$ cat src/rtl/sixteen_segment_sniffer.sv
// sixteen_segment_sniffer
// Watches the 16 active-low segment lines plus dp of a one-segment-at-a-time
// scan driver, accumulates the segments seen lit over one frame and decodes
// the frame to a hex digit.
//
// Optional feature: define SIXTEEN_SEG_CONFIRM_EN to accept a matched frame
// only when its pattern repeats the previous frame's pattern.
//
// state      | meaning
// -----------+---------------------------------------------------------------
// ST_ACCUM   | accumulating qualified-lit flags until the last frame cycle
// ST_EVAL    | table lookup on the snapshot of the finished frame
// ST_PUBLISH | register pattern/digit/unknown, pulse frame_done (and changed)
//
// The frame counter and the accumulator never pause: the next frame is
// collected while the finished one is evaluated from its snapshot.
module sixteen_segment_sniffer #(
    parameter int FRAME_CYCLES = 131072,
    parameter int MIN_LIT      = 16
) (
    input  logic        CLK,
    input  logic        reset,
    input  logic [15:0] seg_n,
    input  logic        dp_n,
    output logic [15:0] pattern,
    output logic [3:0]  digit,
    output logic        digit_dp,
    output logic        unknown,
    output logic        frame_done,
    output logic        changed
);

    localparam int             FCW        = $clog2(FRAME_CYCLES);
    localparam logic [FCW-1:0] FRAME_LAST = FCW'(FRAME_CYCLES - 1);
    localparam logic [7:0]     MIN_LIT_C  = 8'(MIN_LIT);

    typedef enum logic [1:0] {
        ST_ACCUM   = 2'd0,
        ST_EVAL    = 2'd1,
        ST_PUBLISH = 2'd2
    } state_t;

    state_t         r_state;
    state_t         w_state_next;

    logic [16:0]    r_sync1;
    logic [16:0]    r_sync2;
    logic [7:0]     r_run [17];
    logic [16:0]    w_qual;

    logic [FCW-1:0] r_frame_cnt;
    logic           w_frame_end;
    logic [16:0]    r_lit_acc;
    logic [16:0]    r_eval_acc;
    logic [15:0]    w_eval_pat;

    logic           w_lut_hit;
    logic [3:0]     w_lut_digit;
    logic           r_hit;
    logic [3:0]     r_hit_digit;
    logic           w_accept;
    logic           w_changed;

    logic [15:0]    r_pattern;
    logic [3:0]     r_digit;
    logic           r_digit_dp;
    logic           r_unknown;
    logic           r_frame_done;
    logic           r_changed;

    assign pattern    = r_pattern;
    assign digit      = r_digit;
    assign digit_dp   = r_digit_dp;
    assign unknown    = r_unknown;
    assign frame_done = r_frame_done;
    assign changed    = r_changed;

    // Two-flop synchronizer on {dp, segments}; resets to dark.
    always_ff @(posedge CLK) begin
        if (reset) begin
            r_sync1 <= '1;
            r_sync2 <= '1;
        end else begin
            r_sync1 <= {dp_n, seg_n};
            r_sync2 <= r_sync1;
        end
    end

    // Per-line glitch filter: count consecutive low samples, saturate at MIN_LIT.
    always_ff @(posedge CLK) begin
        if (reset) begin
            for (int i = 0; i < 17; i++) r_run[i] <= 8'd0;
        end else begin
            for (int i = 0; i < 17; i++) begin
                if (r_sync2[i])
                    r_run[i] <= 8'd0;
                else if (r_run[i] != MIN_LIT_C)
                    r_run[i] <= r_run[i] + 8'd1;
            end
        end
    end

    // A line is qualified lit on every cycle its run counter sits at MIN_LIT.
    always_comb begin
        w_qual = '0;
        for (int i = 0; i < 17; i++) w_qual[i] = (r_run[i] == MIN_LIT_C);
    end

    assign w_frame_end = (r_state == ST_ACCUM) && (r_frame_cnt == FRAME_LAST);

    // Free-running frame counter 0..FRAME_CYCLES-1.
    always_ff @(posedge CLK) begin
        if (reset)
            r_frame_cnt <= '0;
        else if (r_frame_cnt == FRAME_LAST)
            r_frame_cnt <= '0;
        else
            r_frame_cnt <= r_frame_cnt + FCW'(1);
    end

    // Accumulate lit flags; at frame end snapshot the frame and seed the next one
    // with this cycle's flags so no sample falls between frames.
    always_ff @(posedge CLK) begin
        if (reset) begin
            r_lit_acc  <= '0;
            r_eval_acc <= '0;
        end else if (w_frame_end) begin
            r_eval_acc <= r_lit_acc;
            r_lit_acc  <= w_qual;
        end else begin
            r_lit_acc  <= r_lit_acc | w_qual;
        end
    end

    // FSM state register.
    always_ff @(posedge CLK) begin
        if (reset)
            r_state <= ST_ACCUM;
        else
            r_state <= w_state_next;
    end

    // FSM next-state logic.
    always_comb begin
        w_state_next = r_state;
        case (r_state)
            ST_ACCUM:   if (w_frame_end) w_state_next = ST_EVAL;
            ST_EVAL:    w_state_next = ST_PUBLISH;
            ST_PUBLISH: w_state_next = ST_ACCUM;
            default:    w_state_next = ST_ACCUM;
        endcase
    end

    assign w_eval_pat = ~r_eval_acc[15:0];

    // Exact-match lookup of the active-low frame pattern to a hex digit.
    always_comb begin
        w_lut_hit   = 1'b1;
        w_lut_digit = 4'h0;
        case (w_eval_pat)
            16'h00FF: w_lut_digit = 4'h0;
            16'hCFFF: w_lut_digit = 4'h1;
            16'h11E7: w_lut_digit = 4'h2;
            16'h03E7: w_lut_digit = 4'h3;
            16'hCEE7: w_lut_digit = 4'h4;
            16'h22E7: w_lut_digit = 4'h5;
            16'h20E7: w_lut_digit = 4'h6;
            16'h0FFF: w_lut_digit = 4'h7;
            16'h00E7: w_lut_digit = 4'h8;
            16'h02E7: w_lut_digit = 4'h9;
            16'h0CE7: w_lut_digit = 4'hA;
            16'hE0E7: w_lut_digit = 4'hB;
            16'h30FF: w_lut_digit = 4'hC;
            16'hC1E7: w_lut_digit = 4'hD;
            16'h30EF: w_lut_digit = 4'hE;
            16'h3CEF: w_lut_digit = 4'hF;
            default:  w_lut_hit   = 1'b0;
        endcase
    end

    // Hold the lookup result for the publish cycle.
    always_ff @(posedge CLK) begin
        if (reset) begin
            r_hit       <= 1'b0;
            r_hit_digit <= 4'h0;
        end else if (r_state == ST_EVAL) begin
            r_hit       <= w_lut_hit;
            r_hit_digit <= w_lut_digit;
        end
    end

`ifdef SIXTEEN_SEG_CONFIRM_EN
    // The published pattern register doubles as the previous-frame pattern.
    assign w_accept = r_hit && (w_eval_pat == r_pattern);
`else
    assign w_accept = r_hit;
`endif

    assign w_changed = w_accept && ({r_hit_digit, r_eval_acc[16]} != {r_digit, r_digit_dp});

    // Publish the frame result and generate the one-cycle pulses.
    always_ff @(posedge CLK) begin
        if (reset) begin
            r_pattern    <= 16'hFFFF;
            r_digit      <= 4'h0;
            r_digit_dp   <= 1'b0;
            r_unknown    <= 1'b1;
            r_frame_done <= 1'b0;
            r_changed    <= 1'b0;
        end else begin
            r_frame_done <= (r_state == ST_PUBLISH);
            r_changed    <= (r_state == ST_PUBLISH) && w_changed;
            if (r_state == ST_PUBLISH) begin
                r_pattern <= w_eval_pat;
                r_unknown <= !r_hit;
                if (w_accept) begin
                    r_digit    <= r_hit_digit;
                    r_digit_dp <= r_eval_acc[16];
                end
            end
        end
    end

endmodule
$ cat config.mk
export PLATFORM = sky130hd
export DESIGN_NAME = sixteen_segment_sniffer
export DESIGN_NICKNAME = d
export VERILOG_FILES = /design/src/rtl/sixteen_segment_sniffer.sv
export SDC_FILE = /design/constraint.sdc
export NUM_CORES = 1
export LEC_CHECK = 0
export CAP_MARGIN = 30
export CORE_MARGIN = 3
export CORE_UTILIZATION = 55
export DETAILED_ROUTE_END_ITERATION = 12
export GPL_TIMING_DRIVEN = 0
export PLACE_DENSITY = 0.8
export SLEW_MARGIN = 20
export SYNTH_ARGS = -nofsm -noshare
export SYNTH_HDL_FRONTEND = slang
export SYNTH_SLANG_ARGS = --single-unit
$ cat constraint.sdc
create_clock -name CLK -period 2.65 [get_ports CLK]
set_input_delay 0.53 -clock CLK [delete_from_list [all_inputs] [get_ports CLK]]
set_output_delay 0.53 -clock CLK [all_outputs]
set_load 0.02 [all_outputs]
== Word level (Yosys, flattened, before mapping) ==
Memory sizes are Yosys's and may differ from the RTL's.
Cells that the tools add are included.
Widths: inputs -> output; s select.
Storage, ports and cells
  input bits: 19
  memories: 1
  register bits: 116
  bits in writable memories: 136
  output and inout port bits: 24
  word-level logic and storage cells: 292
Memories
  r_run: words 17, bits a word 8, read ports 17, clocked after Yosys merged registers in 0, write ports 17, RTL line 48  | logic [7:0] r_run [17];
Cells by class
  equality and inequality tests: 55
  bitwise logic cells: 36
  reduce and logical (&&, ||, !) cells: 8
  multiplexer cells: 160
  $add $sub $neg: 18
Operator list (count)
  $mux 8: 34
  $add 8x1->8 const B: 17
  $eq 8x5->1 const B: 17
  $ne 8x5->1 const B: 17
  $mux 1: 122
  $eq 16x14->1 const B: 5
  $eq 16x16->1 const B: 4
  $pmux 4 s15: 1
  $or 1x1->1: 34
  $eq 16x10->1 const B: 2
  $eq 16x12->1 const B: 2
  $eq 16x8->1 const B: 2
  $add 17x1->17 const B: 1
  $eq 17x17->1 const B: 1
  $mux 17: 1
  $or 17x17->17: 1
  $eq 16x13->1 const B: 1
  $not 16->16: 1
  $reduce_or 16->1: 1
  $ne 5x5->1: 1
  $pmux 2 s2: 1
  $logic_and 1x1->1: 3
  $eq 2x1->1 const B: 1
  $eq 2x2->1 const B: 1
  other kinds (6): 6

== Logic depth before layout (Yosys ltp) ==
  depth in word-level cells: 6
  gate-level depth with buffers: 10

== Least setup slack after synthesis ==
No wires, ideal clock.
  kind: register to register
  start: reg r_frame_cnt[0]
  end: reg r_eval_acc[10]
  period minus slack after synthesis: 2.094 ns
  path slack: 0.556 ns
  setup time: 0.070 ns
  cell stages (with the launch flop): 11
  required time: 2.580 ns
  arrival: 2.024 ns
  cell sequence: dfxtp_1 -> ha_1 -> and2_1 -> nand4_1 -> nor3_1 -> ha_1 -> and2_1 -> clkbuf_1 -> clkbuf_1 -> nand2_1 -> a21oi_1
On the way
  word-level cells in the longest chain between the ends: 2
Ends and longest elaborated chain
  start, declared: RTL line 51  | logic [FCW-1:0] r_frame_cnt;
  start signal, assigned: RTL line 118  | r_frame_cnt <= r_frame_cnt + FCW'(1);
  $eq 17x17->1: RTL line 109  | assign w_frame_end = (r_state == ST_ACCUM) && (r_frame_cnt == FRAME_LAST);
  $logic_and 1x1->1: RTL line 109
  end signal, assigned: RTL line 128  | r_eval_acc <= r_lit_acc;
  end, declared: RTL line 54  | logic [16:0] r_eval_acc;
No other way between the ends.
A chain may end at the register's enable or synchronous reset.

== Final worst setup path ==
  start: reg r_frame_cnt[0]
  end: reg r_frame_cnt[3]
On the way
  word-level cells in the longest chain between the ends: 2
  elaborated cells on any way between the ends: 3
  those cells by class: 1 x add/sub; 1 x eq/ne; 1 x reduce/logical
Ends and longest elaborated chain
  branches (longest 2 deep; another with $add 17x1->17)
Parallel ways; which one is timed is not known.

==> run metrics <==
status=completed; clk_lat worst skew=0.53 ns; Reg2Reg Setup Slack=0.28 ns; Worst EP arrival=2.78 ns; largest net degree at the start of global routing=14; Nets=1245; fin. max-slew vios=0; CTS clk-pin slew, worst paths=0.06 ns; cell count after synthesis=1121; commonest non-fill, non-tap cells in the layout=186 x nor2_1, 136 x edfxtp_1, 116 x dfxtp_1, 101 x nand3_1, 94 x nand2_1; Hold EP=r_sync2[9]; maximum VDD drop=465 uV; kind of critical path=flop to flop; HPWL after DPL=15000 um; clock sinks=252; final wirelength=21500 um; Setup TNS Final=0 ns; Core Region=20300 um^2; sequential-to-total area share from yosys stat=0.560; mean post-synth cell area=10.2 um^2; Worst R2R Start=r_frame_cnt[0]; critical path fanouts, max=10; Max Buffers Root-to-Sink=3; HP Start=r_sync1[9]; post-CTS setup buffer count=0; first-pass GRT wire length=35600 um; Syn Nets=1176; Hold Path Depth=1; Req. time, crit path=3.05 ns; Least-Margin Pin Slew=0.824 ns; number of vias in the routed layout=8064; r2r worst-path depth=9; worst hold-check path type=flop to flop; vias in the first global route=7515; Max-Cap Viols=0; CTS buffer count=27; DRT iter0 DRCs=533; DRC Markers=0; CP endpoint kind=flop; setup violators final=0; GRT Util Overall=0.190; Clock Tree Root=clkbuf_16; die area=22600 um^2; Hold Vio Cnt, Final=0; Final ANT Viol Nets=0; Setup crit start kind=flop; Critical R2R Capture=r_frame_cnt[3]; Pre-Repair DR Iteration Count=5; GP Congestion=0.915; RSZ-0062 raised after global routing=no; Wirelength per Cell=14.5 um; CTS tree=built; Rows=52; Vert. Die Dim=150 um; Tot Pwr=7.73 mW; antenna violations before repair=0; Tcrit/Tclk final=0.896; synth warn=0; most common cell after layout, fill and taps aside=nor2_1; Fillers=1633; mean number of vias per cell=5.45; Async SR Flop Fraction=0; die width=150 um; Relative slew margins=0.451; top_reg_cell synth=edfxtp_1; grt ovf=0; Inserted Diodes=0; Port Buf Inserts=41; share of cells above drive strength 1=0.0694; Post-Syn Area=11400 um^2; Cell variety after synth=46; synthesized flop and latch total=252; starting density of the core=0.563; fmax=421 MHz; Cell Pwr Density=595 nW/um^2; num ports=43; Clock Skews=0.0153 ns; hold buffer count at CTS=0; CTS H-tree lvls=1; Area Growth Syn to Fin=13.7%; EDFF count, synth=136; fin crit period=2.37 ns; Lkg Pwr=4.84 nW
## report_power, final
group	internal (mW)	switching, mW	leakage (nW)	total, mW
combinational	0.0591	0.0804	1.81	0.140
sequential	4.11	0.0188	2.62	4.13
clock	2.02	1.44	0.409	3.46
## repair_timing
item	in CTS	in global routing
setup endpoints to repair	3	20
cloned	0	0
resized for setup	1	3
## per-layer routing
metal | vias to the layer above | track usage | share of wire
li1 | 4043 | - | -
met2 | 184 | 0.312 | 0.48
met3 | 40 | 0.0277 | 0.047
met5 | - | 0 | 0
met4 | 0 | 0.0554 | 0.022
met1 | 3797 | 0.264 | 0.45
## cells in the mapped netlist, drive strengths merged, types with 2 or more instances
master,count,area (um^2)
nor2,186,698
edfxtp,136,4080
dfxtp,116,2320
nand3,101,505
nand2,94,353
xor2,78,683
and3,48,300
a21oi,47,235
inv,39,146
xnor2,37,324
ha,36,450
or2,35,219
clkbuf,30,113
nand4,23,144
nor3,20,100
a211o,17,149
nor4b,14,123
o21ai,8,40.0
or3,8,50.1
and2,5,31.3
nor2b,5,31.3
nor4,5,46.3
nor4bb,4,40.0
o22ai,4,31.3
buf,3,12.5
a211oi,2,20.0
and4,2,17.5
nand2b,2,12.5
nand3b,2,15.0
nor3b,2,15.0
## metrics by stage
step,cell area [um^2],cells,setup slack (ns),hold slack [ns],util
2_1_floorplan,11400,1121,0.556,0.389,-
3_3_place_gp,12200,1432,0.0879,0.393,0.600
3_5_place_dp,12200,1432,0.0328,0.394,0.600
4_1_cts,13000,1481,0.0966,0.407,0.640
5_1_grt,13000,1480,0.0235,0.422,0.640
6_report,13000,1480,0.275,0.404,0.640
## layout make-up
type	instances	area, um^2	area share
Timing Repair Buffer	41	410	0.0316
Inverter	39	146	0.0113
Buffer	32	124	0.00953
Tap cell	270	338	0.0260
Multi-Input combinational cell	797	4760	0.366
Sequential cell	252	6410	0.493
Clock buffer	36	729	0.0561
Clock inverter	13	86.3	0.00664
## registers in the layout (all words and copies together), names as in the netlist
signal / flops
r_hit: 1
r_hit_digit: 4
r_run: 136
r_lit_acc: 17
unknown: 1
digit: 4
digit_dp: 1
r_sync2: 17
r_state: 2
r_eval_acc: 17
frame_done: 1
r_frame_cnt: 17
r_sync1: 17
pattern: 16
changed: 1
## logic make-up (layout without fill, tap and decap cells)
| logic type | count (synthesis) | in the layout | share of synthesized area |
|---|---|---|---|
| flops | 252 | 252 | 0.560 |
| mux | 1 | 1 | 0.000876 |
| buf+inv | 72 | 161 | 0.0237 |
| xor+xnor | 115 | 115 | 0.0881 |
| compound gates | 84 | 84 | 0.0466 |
| simple gates | 561 | 561 | 0.241 |
| fa+ha+maj | 36 | 36 | 0.0394 |
## worst max-delay path, cell delays in order (launching register included)
cell and delay [ns]:
dfxtp_1 0.34, ha_1 0.18, and2_1 0.20, nand4_1 0.24, nor3_1 0.24, ha_1 0.26, or2_2 0.13, clkbuf_1 0.30
clkbuf_2 0.29, nor2_1 0.08
## worst max path at each step
stage	start	endpoint	slack [ns]
2_1_floorplan	r_frame_cnt[0]	r_eval_acc[10]	0.56
3_3_place_gp	r_frame_cnt[0]	r_eval_acc[11]	0.09
3_5_place_dp	r_frame_cnt[0]	r_eval_acc[11]	0.03
4_1_cts	r_frame_cnt[0]	r_frame_cnt[3]	0.1
5_1_grt	r_frame_cnt[0]	r_frame_cnt[3]	0.02
6_report	r_frame_cnt[0]	r_frame_cnt[3]	0.28
Power figures use the tool's default switching activity.
